**config.mk**
```make
export PLATFORM = sky130hd
export DESIGN_NAME = mult_array_flat
export DESIGN_NICKNAME = d
export VERILOG_FILES = /design/src/rtl/mult_array_if.sv /design/src/rtl/mult_array.sv /design/src/flat_wrapper.sv
export SDC_FILE = /design/constraint.sdc
export NUM_CORES = 1
export LEC_CHECK = 0
export BUFFER_PORTS_ARGS = -buffer_cell sky130_fd_sc_hd__buf_2
export CORE_AREA = 4 4 41 43
export DETAILED_ROUTE_END_ITERATION = 8
export DIE_AREA = 0 0 45 47
export PLACE_DENSITY_LB_ADDON = 0.2
export SLEW_MARGIN = 20
export SYNTH_ARGS = -nofsm -noshare
export SYNTH_HDL_FRONTEND = slang
export SYNTH_SLANG_ARGS = --single-unit
```
**constraint.sdc**
```tcl
create_clock -name clk -period 0.8 [get_ports clk]
set_clock_uncertainty 0.05 [all_clocks]
set_input_delay 0.04 -clock clk [delete_from_list [all_inputs] [get_ports clk]]
set_output_delay 0.04 -clock clk [all_outputs]
set_load 0.1 [all_outputs]
```
**src/rtl/mult_array_if.sv**
```systemverilog
// Operand/product bundle for mult_array: operands plus qualifier in, registered product plus valid out.
interface mult_array_if #(
  parameter int unsigned WIDTH = 2
);
  logic                 in_valid;
  logic [WIDTH-1:0]     a;
  logic [WIDTH-1:0]     b;
  logic [2*WIDTH-1:0]   P;
  logic                 out_valid;

  modport master (output in_valid, a, b, input P, out_valid);
  modport slave  (input in_valid, a, b, output P, out_valid);
endinterface

```
**src/rtl/mult_array.sv**
```systemverilog
// mult_array: unsigned array multiplier (half/full-adder grid) with registered product and valid flag.
// Define MULT_ARRAY_PIPE_EN to register the array after row ceil(WIDTH/2)-1 (latency 2 instead of 1).
module mult_array #(
  parameter int unsigned WIDTH = 2
) (
  input  logic        clk,
  input  logic        rst_n,
  mult_array_if.slave bus
);

`ifdef MULT_ARRAY_PIPE_EN
  localparam int unsigned H = (WIDTH + 1) / 2;

  logic [H+WIDTH-1:0] sum_q;
  logic [WIDTH-1:0]   a_q;
  logic [WIDTH-H-1:0] b_hi_q;
  logic               v1_q;
`endif

  logic [2*WIDTH-1:0] p_q;
  logic               out_valid_q;
  logic               load;

  // Row i holds the running sum of pp[0..i]; its width grows by one bit per row.
  for (genvar i = 0; i < WIDTH; i++) begin : g_row
    logic [i+WIDTH:0] sum;

    if (i == 0) begin : g_first
      assign sum = {1'b0, bus.a & {WIDTH{bus.b[0]}}};
    end else begin : g_add
      logic [i+WIDTH-1:0] acc;
      logic [WIDTH-1:0]   pp;
      logic [WIDTH-1:0]   s;
      logic [WIDTH:1]     c;

`ifdef MULT_ARRAY_PIPE_EN
      if (i >= H) begin : g_late
        if (i == H) begin : g_cut
          assign acc = sum_q;
        end else begin : g_chain
          assign acc = g_row[i-1].sum;
        end
        assign pp = a_q & {WIDTH{b_hi_q[i-H]}};
      end else begin : g_early
        assign acc = g_row[i-1].sum;
        assign pp  = bus.a & {WIDTH{bus.b[i]}};
      end
`else
      assign acc = g_row[i-1].sum;
      assign pp  = bus.a & {WIDTH{bus.b[i]}};
`endif

      assign s[0] = acc[i] ^ pp[0];
      assign c[1] = acc[i] & pp[0];

      for (genvar j = 1; j < WIDTH; j++) begin : g_fa
        assign s[j]   = acc[i+j] ^ pp[j] ^ c[j];
        assign c[j+1] = (acc[i+j] & pp[j]) | (c[j] & (acc[i+j] ^ pp[j]));
      end

      assign sum = {c[WIDTH], s, acc[i-1:0]};
    end
  end

`ifdef MULT_ARRAY_PIPE_EN
  // Mid-array cut: keep the partial sum plus the operand bits the later rows still need.
  always_ff @(posedge clk or negedge rst_n) begin
    if (!rst_n) begin
      sum_q  <= '0;
      a_q    <= '0;
      b_hi_q <= '0;
      v1_q   <= 1'b0;
    end else begin
      v1_q <= bus.in_valid;
      if (bus.in_valid) begin
        sum_q  <= g_row[H-1].sum;
        a_q    <= bus.a;
        b_hi_q <= bus.b[WIDTH-1:H];
      end
    end
  end

  assign load = v1_q;
`else
  assign load = bus.in_valid;
`endif

  always_ff @(posedge clk or negedge rst_n) begin
    if (!rst_n) begin
      p_q         <= '0;
      out_valid_q <= 1'b0;
    end else begin
      out_valid_q <= load;
      if (load) begin
        p_q <= g_row[WIDTH-1].sum;
      end
    end
  end

  assign bus.P         = p_q;
  assign bus.out_valid = out_valid_q;

endmodule

```
**src/flat_wrapper.sv**
```systemverilog
// flat-port wrapper written by rule: the top's interface ports become plain ports
module mult_array_flat 
#(
  parameter int unsigned WIDTH = 2
)
  (clk, rst_n, bus_in_valid, bus_a, bus_b, bus_P, bus_out_valid);
  mult_array_if #(.WIDTH(WIDTH)) bus_i ();
  input  logic clk;
  input  logic rst_n;
  input wire logic [$bits(bus_i.in_valid)-1:0] bus_in_valid;
  input wire logic [$bits(bus_i.a)-1:0] bus_a;
  input wire logic [$bits(bus_i.b)-1:0] bus_b;
  output wire logic [$bits(bus_i.P)-1:0] bus_P;
  output wire logic [$bits(bus_i.out_valid)-1:0] bus_out_valid;
  assign bus_i.in_valid = bus_in_valid;
  assign bus_i.a = bus_a;
  assign bus_i.b = bus_b;
  assign bus_P = bus_i.P;
  assign bus_out_valid = bus_i.out_valid;
  mult_array #(.WIDTH(WIDTH)) u_core (.clk(clk), .rst_n(rst_n), .bus(bus_i));
endmodule
```
==> impl_metrics.csv, run 1 <==
group,metric,value,unit
global_route,antenna_found_initial,0,
global_route,gr-usage-all-layers,0.06354,
synth,yosys_warnings,0,
hold_path,hp-start,"bus_b[0]",
global_route,gr-total-overflow,0,
placed_design,gp_congestion,0.6401,
critical_path,worstSetupStartpointType,"flip-flop",
synth,synthCells,16,
run_status,status,"finished with violations",
power_and_ir_drop,p_per_area,1904,nW/um2
clocking,cts-buffers-inserted,3,
sta,min_period_over_period,1.338,
detailed_routing,wl_per_cell,9.396,um
clocking,path_clk_slew,0.04,ns
synth,synth_commonest_cells,"dfrtp_1 (5), and2_1 (3), mux2_2 (3), ha_1 (2)",
clocking,root_buffer,"clkbuf_4",
synth,synth_mux_area_frac,0.1561,
sta,rsz0062_at_grt,"true",
detailed_routing,first_pass_iters,1,
clocking,clk_path_buf_depth,2,
layout,utilization,0.3827,
synth,synth_adder_area_share,0.1156,
critical_path,startpoint,"u_core.bus.P[2]",
synth,synth_xor_area_frac,0,
power_and_ir_drop,p_leak,0.2191,nW
layout,area_growth,130.1,%
synth,syn_nets,25,
sta,hold_viol,0,
layout,diodes,0,
synth,yosysTopAreaCell,"dfrtp_1",
clocking,h-tree-depth,1,
critical_path,critPathRequiredTime,0.71,ns
synth,synth_compound_area_frac,0.02312,
hold_path,hold_class,"input port to flip-flop",
synth,yosys-top-cells-area,"dfrtp_1 (58%), mux2_2 (16%), ha_1 (12%)",
detailed_routing,routed_wirelength,498,um
hold_path,worstHoldEndpoint,"u_core.bus.P[0]",
power_and_ir_drop,max-vdd-ir-drop,1.112,mV
detailed_routing,drc,0,
die,dieArea,2115,um2
critical_path,reg2reg_depth,1,
layout,fin_cells,53,
detailed_routing,vias,199,
synth,ys_seq_area_frac,0.5780,
detailed_routing,drt_iter0_markers,0,
critical_path,crit_path_end_kind,"primary output",
detailed_routing,via_per_inst,3.755,
critical_path,crit_fanout,2,
sta,tightest_slew,0.1217,ns
sta,holdWs,0.004068,ns
clocking,clkSinkCount,5,
synth,synth-simple-area-share,0.1098,
critical_path,r2r_start,"u_core.bus.P[2]",
run_status,violations,"negative setup slack",
critical_path,arrival,0.98,ns
synth,netlist_area,216.5,um2
die,rows,13,
sta,setup_viol_count_final,9,
die,initial_core_util,0.1663,
flow_run,max_cap_viol_count,0,
clocking,worstSkewPairLatency,0.24,ns
detailed_routing,ant_nets,0,
sta,final.setup.tns,-1.419,ns
layout,drive_gt1_frac,0.7632,
sta,period_minus_slack,1.070,ns
synth,synth_top_family_by_area,"multiplexers",
synth,ys_types,7,
synth,syn_avg_cell_area,13.53,um2
critical_path,path_class,"flip-flop to primary output",
critical_path,rrSetupSlack,-0.10,ns
synth,async_flop_share,1.000,
die,die_w,45,um
critical_path,slowest_delay,0.47,ns
sta,drv_slew,0,
global_route,grt_max_degree,7,
critical_path,crit_path_top_delay_cell,"dfrtp_4",
critical_path,path_cells,"buf_6 -> buf_12",
placed_design,dp.cells,45,
synth,synth_edf_count,0,
synth,yosysMostFrequentCell,"dfrtp_1",
global_route,grt_pass1_wl,910,um
clocking,cts_tree,"done",
synth,synth-seq-cells,5,
die,coreArea,1301,um2
hold_path,min_path_cells,3,
synth,synth_flop_cell,"dfrtp_1",
global_route,grt_pass1_vias,234,
synth,yosysTopAreaCellShare,0.5780,
die,pin_count,12,
critical_path,timing.rr.end,"u_core.bus.P[2]",
sta,max_clock_freq,934.4,MHz
power_and_ir_drop,finalPower,948.1,uW
sta,fin_ws,-0.2702,ns
sta,max-slew-margin-rel,0.9189,
placed_design,port_buffers,11,
die,die_h,47,um
layout,nNetsFinal,48,
## flip-flops by register name, indices dropped and copies added (netlist names)
register,count
u_core.bus.out_valid,1
u_core.bus.P,4
## routing by layer
layer,wire [um],share of wire,track usage
met1,183,0.37,0.06467
met2,256,0.51,0.1017
met3,58,0.12,0.06130
met4,0,0,0
met5,0,0,0
## power breakdown
part	switching, mW	internal, mW	total, mW	leakage [nW]
clock	0.0973	0.188	0.286	0.0150
combinational	0.205	0.155	0.360	0.148
sequential	0.0163	0.287	0.303	0.0566
total	0.318	0.630	0.948	0.219
## worst max-delay path by stage
stage	to	slack, ns	depth (start not counted)
floorplan	u_core.bus.P[1]	-0.27	1
global placement	u_core.bus.P[2]	-0.37	5
detailed placement	u_core.bus.P[2]	-0.39	5
CTS	bus_P[2]	-0.28	2
global route	bus_P[2]	-0.31	2
finish	bus_P[2]	-0.27	2
## cell type report
class                   instances  area [um2]
repair buffers                 18       205.2
fillers                       134       803.3
multi-input cells              10       102.6
clock buffers                   4       26.28
well taps                      15       18.77
flip-flops and latches          5       141.4
inverters                       1       3.754
## cells by family after synthesis
group / count (synthesis)
adders and majority gates: 2
muxes: 3
and+or+nand+nor: 4
AOI/OAI and AO/OA: 1
DFF: 5
buffers and inverters: 1
## cell usage in the layout (no fill, tap or decap)
cell type      synthesis  layout
buf_6                  0       4
ha_4                   0       1
nand3_1                1       1
mux2_2                 3       3
buf_12                 0       5
ha_2                   0       1
dfrtp_2                0       1
dfrtp_4                0       4
o21ai_1                0       1
buf_2                  0       6
clkbuf_4               0       3
inv_2                  0       1
dlygate4sd3_1          0       3
clkbuf_1               0       1
and2_1                 3       3
## metrics by stage
stage	area (um2)	setup slack (ns)
6_report	498.0	-0.2702
5_1_grt	498.0	-0.3067
4_1_cts	485.5	-0.2810
3_5_place_dp	404.1	-0.3932
3_3_place_gp	404.1	-0.3728
2_1_floorplan	232.7	-0.2705
## critical path, delay by kind of cell (launching register included)
family / cells / cell delay (ns)
buffers and inverters: 2 / 0.27
DFF: 1 / 0.47
## repair_timing
item | CTS | global route
setup buffers | 1 | 0
pin swaps | 0 | 1
setup endpoints to repair | 8 | 9
endpoints found under the hold margin | 7 | 0
hold buffers | 3 | 0
resized for setup | 5 | 1
(Power assumes the default switching activity.)
==> run 2, diff against run 1 <==
PLACE_DENSITY = 0.35   (was default)
PLACE_DENSITY_LB_ADDON = default   (was 0.2)
==> run 2 against run 1 <==
The run still ends with negative setup slack left; fmax is 0.57% lower; first-iteration DRC count rose by 3; utilization grew 0.29 points; final cell count unchanged; hold slack gained 0.0081 ns; highest routed layer unchanged.
==> impl_metrics.csv, run 2 (same netlist as run 1, synthesis figures left out) <==
group,metric,value,unit
clocking,clkSinkCount,5,
die,initial_core_util,0.1663,
die,die_h,47,um
sta,fin_ws,-0.2764,ns
power_and_ir_drop,p_int,631.6,uW
die,pin_count,12,
detailed_routing,via_per_inst,3.774,
global_route,antenna_found_initial,0,
global_route,gr-usage-all-layers,0.06672,
run_status,violations,"negative setup slack",
hold_path,hp-start,"bus_in_valid",
critical_path,path_cells,"buf_6 -> buf_12",
layout,area_growth,131.8,%
power_and_ir_drop,max-vdd-ir-drop,0.9315,mV
power_and_ir_drop,p_clk_frac,0.306,
detailed_routing,vias,200,
flow_run,max_cap_viol_count,0,
critical_path,slowest_delay,0.47,ns
die,coreArea,1301,um2
sta,rsz0062_at_grt,"true",
layout,drive_gt1_frac,0.7895,
sta,max-slew-margin-rel,0.9134,
sta,tightest_slew,0.1299,ns
detailed_routing,drt_iter0_markers,3,
detailed_routing,wl_per_cell,9.830,um
clocking,cts_tree,"done",
sta,max_clock_freq,929.0,MHz
die,rows,13,
sta,hold_viol,0,
critical_path,worstSetupStartpointType,"flip-flop",
power_and_ir_drop,p_leak,0.2208,nW
power_and_ir_drop,seqPwrFrac,0.316,
critical_path,crit_path_end_kind,"primary output",
layout,nNetsFinal,48,
clocking,cts-buffers-inserted,3,
clocking,root_buffer,"clkbuf_4",
sta,setup_viol_count_final,9,
sta,period_minus_slack,1.076,ns
power_and_ir_drop,net-switching-power,326.9,uW
power_and_ir_drop,p_comb_frac,0.378,
detailed_routing,routed_wirelength,521,um
detailed_routing,first_pass_iters,2,
layout,diodes,0,
run_status,status,"finished with violations",
die,dieArea,2115,um2
critical_path,crit_path_top_delay_cell,"dfrtp_4",
clocking,h-tree-depth,1,
global_route,gr-total-overflow,0,
layout,layout_commonest_cell,"buf_2",
critical_path,startpoint,"u_core.bus.P[3]",
sta,min_period_over_period,1.345,
power_and_ir_drop,p_per_area,1910,nW/um2
critical_path,arrival,0.99,ns
power_and_ir_drop,finalPower,958.4,uW
die,die_w,45,um
critical_path,path_class,"flip-flop to primary output",
hold_path,hold_class,"input port to flip-flop",
placed_design,port_buffers,11,
placed_design,gp_congestion,0.6357,
detailed_routing,ant_nets,0,
global_route,grt_pass1_vias,207,
layout,final_cell_mix,"buf_2 (6), buf_12 (5), buf_6 (4), dfrtp_4 (4)",
clocking,clk_path_buf_depth,2,
critical_path,crit_fanout,2,
sta,final.setup.tns,-1.453,ns
clocking,path_clk_slew,0.05,ns
power_and_ir_drop,switching_share,0.3410,
critical_path,r2r_start,"u_core.bus.P[2]",
global_route,grt_max_degree,7,
clocking,worstSkewPairLatency,0.24,ns
global_route,grt_pass1_wl,869,um
detailed_routing,drc,0,
critical_path,critPathRequiredTime,0.71,ns
sta,drv_slew,0,
layout,largest_register_ffs,4,
[run 2: power groups by stage]
stage / clock network (mW) / logic, mW / registers, mW
CTS: 0.311 / 0.364 / 0.303
detailed placement: 0 / 0.329 / 0.305
floorplan: 0 / 0.0279 / 0.456
global placement: 0 / 0.330 / 0.304
global route: 0.350 / 0.378 / 0.305
finish: 0.293 / 0.362 / 0.303
[run 2: what timing repair did]
action	in CTS	in global routing
hold buffers	3	0
endpoints found under the setup margin	8	9
hold endpoints to repair	7	0
setup buffers	1	0
gates resized for setup	6	1
pin swaps	1	0
[run 2: worst max-delay path, delay by kind of cell (launching register included)]
kind | cells | cell delay, ns
DFF | 1 | 0.47
buffers and inverters | 2 | 0.27
[run 2: area by class of cell]
class / instances / area, um2
inverters: 1 / 3.754
well taps: 15 / 18.77
flip-flops and latches: 5 / 141.4
clock buffers: 4 / 26.28
repair buffers: 18 / 205.2
fillers: 137 / 799.5
multi-input cells: 10 / 106.4
[run 2: metal layers]
metal | up-vias | part of all wire | track usage | routed length [um]
met5 | - | 0 | 0 | 0
met4 | 0 | 0 | 0.05263 | 0
met3 | 0 | 0.092 | 0.06130 | 48
met2 | 7 | 0.53 | 0.09605 | 278
met1 | 93 | 0.37 | 0.05774 | 194
li1 | 100 | - | - | -
[run 2: worst paths after layout]
path	endpoint	slack [ns]	cells past startpoint
hold reg to reg	u_core.bus.P[3]	0.52	1
hold / removal	u_core.bus.P[0]	0.01	2
min in group asynchronous	u_core.bus.P[3]	0.09	2
max in group asynchronous	u_core.bus.P[1]	0.45	2
setup / recovery	bus_P[3]	-0.28	2
setup reg to reg	u_core.bus.P[2]	-0.09	1
[run 2: through the flow]
step	instances	area [um2]	utilization	setup slack, ns	hold WS [ns]
finish	53	501.7	0.3856	-0.2764	0.01218
global route	53	501.7	0.3856	-0.3196	0.009764
CTS	53	498.0	0.3827	-0.2913	0.004230
detailed placement	45	404.1	0.3106	-0.3919	-0.1899
global placement	45	404.1	0.3106	-0.3899	-0.1891
floorplan	16	232.7	-	-0.2705	-0.3056
==> run 3, diff against run 2 <==
CORE_AREA = 8 8 45 47   (was 4 4 41 43)
DIE_AREA = 0 0 53 55   (was 0 0 45 47)
==> run 3 against run 2 <==
The flow still finishes with violations (negative setup slack); fmax decreased by 0.40%; clock-buffer cell count unchanged; power rose by 0.22%; die area grew 38%; sequential share of layout area grew 0.28 points; cell area decreased by 1.0%; routed wire length up 24%; via count is 0.50% lower.
==> impl_metrics.csv, run 3 (same netlist as run 1, synthesis figures left out) <==
group,metric,value,unit
critical_path,crit_fanout,2,
layout,layout_commonest_cell,"buf_2",
power_and_ir_drop,p_int,632.6,uW
sta,period_minus_slack,1.081,ns
global_route,gr-total-overflow,0,
sta,rsz0062_at_grt,"true",
detailed_routing,drc,0,
die,rows,14,
detailed_routing,via_per_inst,3.755,
run_status,violations,"negative setup slack",
power_and_ir_drop,p_leak,0.2201,nW
power_and_ir_drop,p_comb_frac,0.382,
detailed_routing,wl_per_cell,12.23,um
flow_run,max_cap_viol_count,0,
layout,largest_register_ffs,4,
layout,num-fill-cells,149,
layout,nNetsFinal,47,
global_route,gr-usage-all-layers,0.05589,
die,pin_count,12,
power_and_ir_drop,max-vdd-ir-drop,0.9090,mV
sta,fin_ws,-0.2808,ns
clocking,clk_path_buf_depth,2,
critical_path,path_class,"flip-flop to primary output",
sta,hold_viol,0,
hold_path,hp-start,"bus_a[0]",
placed_design,hpwl,510.7,um
critical_path,slowest_delay,0.47,ns
detailed_routing,first_pass_iters,2,
clocking,cts-buffers-inserted,3,
layout,diodes,0,
critical_path,path_cells,"buf_6 -> buf_12",
critical_path,crit_path_end_kind,"primary output",
critical_path,path_buf_inv,2,
critical_path,critPathTopFamily,"flip-flops",
clocking,worstSkewPairLatency,0.24,ns
layout,area_growth,129.5,%
clocking,path_clk_slew,0.04,ns
power_and_ir_drop,p_per_area,1934,nW/um2
die,initial_core_util,0.1564,
detailed_routing,ant_nets,0,
critical_path,startpoint,"u_core.bus.P[2]",
layout,final_cell_mix,"buf_2 (6), buf_12 (5), buf_6 (4), dfrtp_4 (4)",
clocking,clkSinkCount,5,
sta,min_period_over_period,1.351,
placed_design,port_buffers,11,
global_route,grt_max_degree,7,
power_and_ir_drop,seqPwrFrac,0.316,
clocking,cts_tree,"done",
sta,final.setup.tns,-1.486,ns
layout,utilization,0.3590,
critical_path,r2r_start,"u_core.bus.P[2]",
critical_path,worstSetupStartpointType,"flip-flop",
sta,drv_slew,0,
critical_path,arrival,0.99,ns
run_status,status,"finished with violations",
global_route,antenna_found_initial,0,
detailed_routing,routed_wirelength,648,um
power_and_ir_drop,net-switching-power,327.9,uW
die,dieArea,2915,um2
layout,drive_gt1_frac,0.8108,
global_route,grt_pass1_wl,1083,um
sta,max_clock_freq,925.3,MHz
clocking,root_buffer,"clkbuf_4",
power_and_ir_drop,switching_share,0.3414,
sta,tightest_slew,0.1398,ns
power_and_ir_drop,finalPower,960.5,uW
detailed_routing,vias,199,
placed_design,gp_congestion,0.6111,
die,coreArea,1384,um2
critical_path,critPathRequiredTime,0.71,ns
sta,max-slew-margin-rel,0.9068,
critical_path,crit_path_top_delay_cell,"dfrtp_4",
global_route,grt_pass1_vias,235,
sta,setup_viol_count_final,9,
clocking,h-tree-depth,1,
die,die_h,55,um
layout,register_area,141.4,um2
detailed_routing,drt_iter0_markers,1,
power_and_ir_drop,p_clk_frac,0.302,
hold_path,hold_class,"input port to flip-flop",
die,die_w,53,um
layout,multi_input_area,110.1,um2
==> run 3: metrics by stage <==
stage               setup slack, ns  hold WS (ns)  instance area, um2  std cells
finish                      -0.2808      0.004075               496.7         53
global route                -0.3076       0.01800               496.7         53
CTS                         -0.2925      0.006238               480.5         53
detailed placement          -0.3826       -0.1840               405.4         46
global placement            -0.3718       -0.1849               405.4         46
floorplan                   -0.2705       -0.3056               232.7         16
==> run 3: layout make-up <==
class                   instances  area share
well taps                      16     0.04030
multi-input cells              10      0.2217
repair buffers                 17      0.3929
flip-flops and latches          5      0.2846
clock buffers                   4     0.05290
inverters                       1    0.007557
==> run 3: final timing paths <==
kind | slack, ns | end | cells past startpoint
hold reg to reg | 0.52 | u_core.bus.P[1] | 1
setup reg to reg | -0.11 | u_core.bus.P[2] | 1
max in group asynchronous | 0.44 | u_core.bus.P[3] | 2
min in group asynchronous | 0.11 | u_core.bus.P[1] | 2
hold / removal | 0.004 | u_core.bus.P[0] | 3
setup / recovery | -0.28 | bus_P[2] | 2
==> run 3: power by group through the flow <==
stage	Sequential, mW	Combinational, mW	Clock, mW
2_1_floorplan	0.456	0.0279	0
3_3_place_gp	0.304	0.331	0
3_5_place_dp	0.305	0.332	0
4_1_cts	0.303	0.362	0.307
5_1_grt	0.307	0.386	0.320
6_report	0.304	0.367	0.290
==> run 3: metal layers <==
metal  wire length, um  GRT usage  vias to the layer above
li1                  -          -                       97
met1               220    0.04747                       95
met2               332    0.08594                        7
met3                95    0.04813                        0
met4                 0    0.03879                        0
met5                 0          0                        -
==> run 3: repair_timing <==
item                                    4_1_cts  5_1_grt
hold endpoints to repair                      6        0
pin swaps                                     0        1
endpoints found under the setup margin        8        9
resized for setup                             6        3
hold buffers                                  2        0
setup buffers                                 1        1
